### config.mk
export PLATFORM = sky130hd
export DESIGN_NAME = reg_shift_out
export DESIGN_NICKNAME = d
export VERILOG_FILES = /design/src/rtl/reg_shift_out.sv
export SDC_FILE = /design/constraint.sdc
export NUM_CORES = 1
export LEC_CHECK = 0
export CORE_UTILIZATION = 44
export CTS_CLUSTER_SIZE = 12
export DETAILED_ROUTE_END_ITERATION = 8
export PLACE_DENSITY = 0.69
export SLEW_MARGIN = 40
export SYNTH_ARGS = -nofsm -noshare
export SYNTH_HDL_FRONTEND = slang
export SYNTH_SLANG_ARGS = --single-unit
### constraint.sdc
create_clock -name CLK -period 1.3 [get_ports CLK]
set_clock_uncertainty 0.1 [all_clocks]
set_input_delay 0.26 -clock CLK [delete_from_list [all_inputs] [get_ports CLK]]
set_output_delay 0.26 -clock CLK [all_outputs]
set_load 0.02 [all_outputs]
### src/rtl/reg_shift_out.sv
// Serial read-out of a WIDTH-bit register: start bit, data LSB first, stop bit,
// DIV clocks per bit, with BUSY/DONE handshake. All outputs are registered.
module reg_shift_out #(
    parameter int WIDTH = 4,
    parameter int DIV   = 4
) (
    input  logic             CLK,
    input  logic             RST,
    input  logic [WIDTH-1:0] IN,
    input  logic             LD,
    output logic             TX,
    output logic             BUSY,
    output logic             DONE
);
    localparam int CW = (DIV   > 1) ? $clog2(DIV)   : 1;
    localparam int IW = (WIDTH > 1) ? $clog2(WIDTH) : 1;

    typedef enum logic [1:0] {IDLE, START, DATA, STOP} state_t;

    state_t           state, state_nxt;
    logic [CW-1:0]    cnt, cnt_nxt;
    logic [IW-1:0]    idx, idx_nxt;
    logic [WIDTH-1:0] sh, sh_nxt;
    logic             tx_nxt, busy_nxt, done_nxt;
    logic             wrap;

    assign wrap = (cnt == CW'(DIV - 1));

    always_ff @(posedge CLK) begin
        if (RST) begin
            state <= IDLE;
            cnt   <= '0;
            idx   <= '0;
            sh    <= '0;
            TX    <= 1'b1;
            BUSY  <= 1'b0;
            DONE  <= 1'b0;
        end else begin
            state <= state_nxt;
            cnt   <= cnt_nxt;
            idx   <= idx_nxt;
            sh    <= sh_nxt;
            TX    <= tx_nxt;
            BUSY  <= busy_nxt;
            DONE  <= done_nxt;
        end
    end

    always_comb begin
        state_nxt = state;
        cnt_nxt   = wrap ? '0 : cnt + CW'(1);
        idx_nxt   = idx;
        sh_nxt    = sh;
        case (state)
            IDLE: begin
                cnt_nxt = '0;
                if (LD) begin
                    state_nxt = START;
                    sh_nxt    = IN;
                end
            end
            START: if (wrap) begin
                state_nxt = DATA;
                idx_nxt   = '0;
            end
            DATA: if (wrap) begin
                sh_nxt = sh >> 1;
                if (idx == IW'(WIDTH - 1)) state_nxt = STOP;
                else                       idx_nxt   = idx + IW'(1);
            end
            STOP: if (wrap) state_nxt = IDLE;
            default: state_nxt = IDLE;
        endcase
    end

    // Outputs are decoded from next-state values so the registered line
    // already shows the new bit in the first cycle of each bit period.
    always_comb begin
        busy_nxt = (state_nxt != IDLE);
        done_nxt = (state == STOP) && (state_nxt == IDLE);
        case (state_nxt)
            START:   tx_nxt = 1'b0;
            DATA:    tx_nxt = sh_nxt[0];
            default: tx_nxt = 1'b1;
        endcase
    end
endmodule
==> results.sh <==
export IMPL_vias=540
export IMPL_layout_nets=98
export IMPL_crit_fanout=4
export IMPL_violations="negative setup slack"
export IMPL_grt_use_met2=0.3250
export IMPL_grt_max_degree=12
export IMPL_synth_cell_types=28
export IMPL_ys_ff_latch=13
export IMPL_core_area_um2=1171
export IMPL_critPathBufInv=2
export IMPL_status="finished, violations left"
export IMPL_period_share=1.000
export IMPL_finalWirelength_um=1327
export IMPL_design_power_total_uw=801.9
export IMPL_gp_congestion=0.7317
export IMPL_syn_inst=65
export IMPL_cp_arrival_ns=1.36
export IMPL_area_growth_pct=47.36
export IMPL_dieHeight_um=38.68
export IMPL_required_ns=1.36
export IMPL_min_path_type="flip-flop to flip-flop"
export IMPL_fin_area_um2=872.1
export IMPL_grt_busiest_layer="met2"
export IMPL_final_util=0.7447
export IMPL_fin_ws_ns=-0.0004787
export IMPL_cpLargestDelayFamily="flip-flops"
export IMPL_port_buffer_count=9
export IMPL_layout_commonest_cell="buf_4"
export IMPL_p_leak_uw=0.0003454
export IMPL_ys_warn_count=0
export IMPL_ant_nets=0
export IMPL_insertion_delay_ns=0.27
export IMPL_clockRootBuffer="clkbuf_4"
export IMPL_fmax_mhz=768.9
export IMPL_viasPerCell=5.347
export IMPL_drt_initial_drc_count=7
export IMPL_cp_end_kind="flip-flop"
export IMPL_cts_made_buffers=3
export IMPL_synthesis_nets=75
export IMPL_max_cap_violations=0
export IMPL_antenna_found_initial=0
export IMPL_dp_hpwl_um=809.3
export IMPL_wire_per_inst_um=13.14
export IMPL_die_area_um2=1496
export IMPL_maxSlewHeadroom=0.8088
export IMPL_htreeDepth=1
export IMPL_antennaDiodeCount=0
export IMPL_place_ws_ns=-0.3258
export IMPL_rsz0062_at_grt="yes"
export IMPL_grt_util_all_layers=0.2157
export IMPL_tightest_slew_ns=0.2864
export IMPL_cts_buffer_depth=2
export IMPL_power_density_nw_per_um2=919.5
export IMPL_io_pins=10
export IMPL_vdd_drop_max_mv=0.6703
export IMPL_avgSynthCellArea_um2=9.105
export IMPL_dpl_cell_area_um2=764.5
export IMPL_clock_sinks=13
export IMPL_tritoncts="yes"
export IMPL_grt_pass1_vias=476
export IMPL_grt_first_pass_wirelength_um=2049
export IMPL_worst_setup_path_start_kind="flip-flop"
export IMPL_fin_crit_ns=1.300
export IMPL_synthesis_area_um2=591.8
export IMPL_dp_cells=95
export IMPL_first_pass_iters=4
export IMPL_ys_seq_area_frac=0.4397
export IMPL_start_util=0.5053
export IMPL_grt_ovfl_total=0
export IMPL_finalHoldViolCount=0
export IMPL_critical_path_class="flip-flop to flip-flop"
export IMPL_core_rowCount=12
export IMPL_cpMaxStageDelayCell="dfxtp_1"
export IMPL_instances_no_fill=101
export IMPL_cp_common_cell="buf_4"
export IMPL_grt_met3_usage=0.06936
export IMPL_post_route_drc_count=0
export IMPL_cp_cell_sequence="buf_4 > nor3_2 > a311oi_4 > buf_4 > a31oi_1"
export IMPL_final_max_slew_viol_count=0
export IMPL_slowest_delay_ns=0.39
export IMPL_drive_above_1_share=0.3678
export IMPL_setup_viol=1
export IMPL_die_x_um=38.68
export IMPL_grt_use_met1=0.2527
export IMPL_worst_setup_hold_path_clk_slew_ns=0.08
export IMPL_most_common_layout_cells="buf_4 (11), dfxtp_1 (10), nor2_1 (7)"
## area by class of cell
type / count / area (µm²)
multi-input combinational: 48 / 382.9
clock buffer: 4 / 26.28
tap: 14 / 17.52
sequential: 13 / 266.5
inverter: 1 / 3.754
timing repair buffer: 21 / 175.2
fill: 84 / 299.0
## metrics by stage
| stage | setup TNS [ns] | hold WS (ns) |
|---|---|---|
| finish | -0.0004787 | 0.3607 |
| global route | -0.1204 | 0.4022 |
| CTS | 0 | 0.3696 |
| detailed placement | -1.461 | 0.3574 |
| global placement | -1.401 | 0.3559 |
| floorplan | 0 | 0.2393 |
## registers in the layout (all words and copies together) (netlist names)
register  flops
DONE          1
cnt           2
idx           2
TX            1
BUSY          1
state         2
sh            4
## final timing paths
check                               from    end  slack, ns  cells past startpoint
worst max-delay path            state[1]     TX    -0.0005                      5
worst min-delay path               sh[2]  sh[2]       0.36                      2
worst max register to register  state[1]     TX    -0.0005                      5
worst min register to register     sh[2]  sh[2]       0.36                      2
## worst min-delay path, delay by kind of cell, from the launching register on
family	cells	cell delay (ns)
flip-flops	1	0.32
AND/OR/NAND/NOR	1	0.05
AO/OA/AOI/OAI	1	0.05
## logic make-up after synthesis
logic type	Yosys count	share of synthesized area
compound gates	17	0.1945
xor+xnor	1	0.01480
buf+inv	4	0.03804
fa+ha+maj	3	0.06343
simple gates	27	0.2495
flops	13	0.4397
## cell usage after synthesis
library cell	n	area share
a221oi_2	1	0.025
inv_1	1	0.0063
nand3b_1	1	0.013
nand2_1	7	0.044
dfxtp_1	13	0.44
nand4b_1	1	0.015
nand2b_1	1	0.011
nor3b_2	1	0.021
a31oi_1	1	0.011
nor4_1	1	0.011
nor2_2	1	0.011
a21oi_1	6	0.051
a32o_1	1	0.017
a22oi_1	3	0.038
nor2_1	7	0.044
nor3_1	2	0.017
nor3b_1	1	0.013
o21bai_1	1	0.013
nor4b_1	1	0.015
a311oi_1	1	0.015
clkbuf_1	1	0.0063
and3b_1	1	0.015
xor2_1	1	0.015
o21ai_1	3	0.025
nor2b_1	1	0.011
ha_1	3	0.063
buf_4	2	0.025
and2_1	1	0.011
## per-layer routing
| layer | up-vias | wire length [µm] |
|---|---|---|
| met5 | - | 0 |
| met4 | 0 | 40 |
| met3 | 4 | 40 |
| met2 | 10 | 621 |
| met1 | 248 | 625 |
| li1 | 278 | - |
## where the power goes
group	switching, µW	leakage [µW]	internal, µW	total, µW
sequential	14.4	0.000108	416	430
clock	126	0.0000150	119	245
combinational	56.3	0.000222	69.8	126
## timing repair
action | CTS | global route
cloned | 0 | 0
setup endpoints to repair | 7 | 7
endpoints found under the hold margin | 0 | 0
gates resized for setup | 16 | 7
hold buffers | 0 | 0
buffers inserted | 2 | 0
pin swaps | 4 | 4
Note: power is estimated with default switching activity, not from simulation.
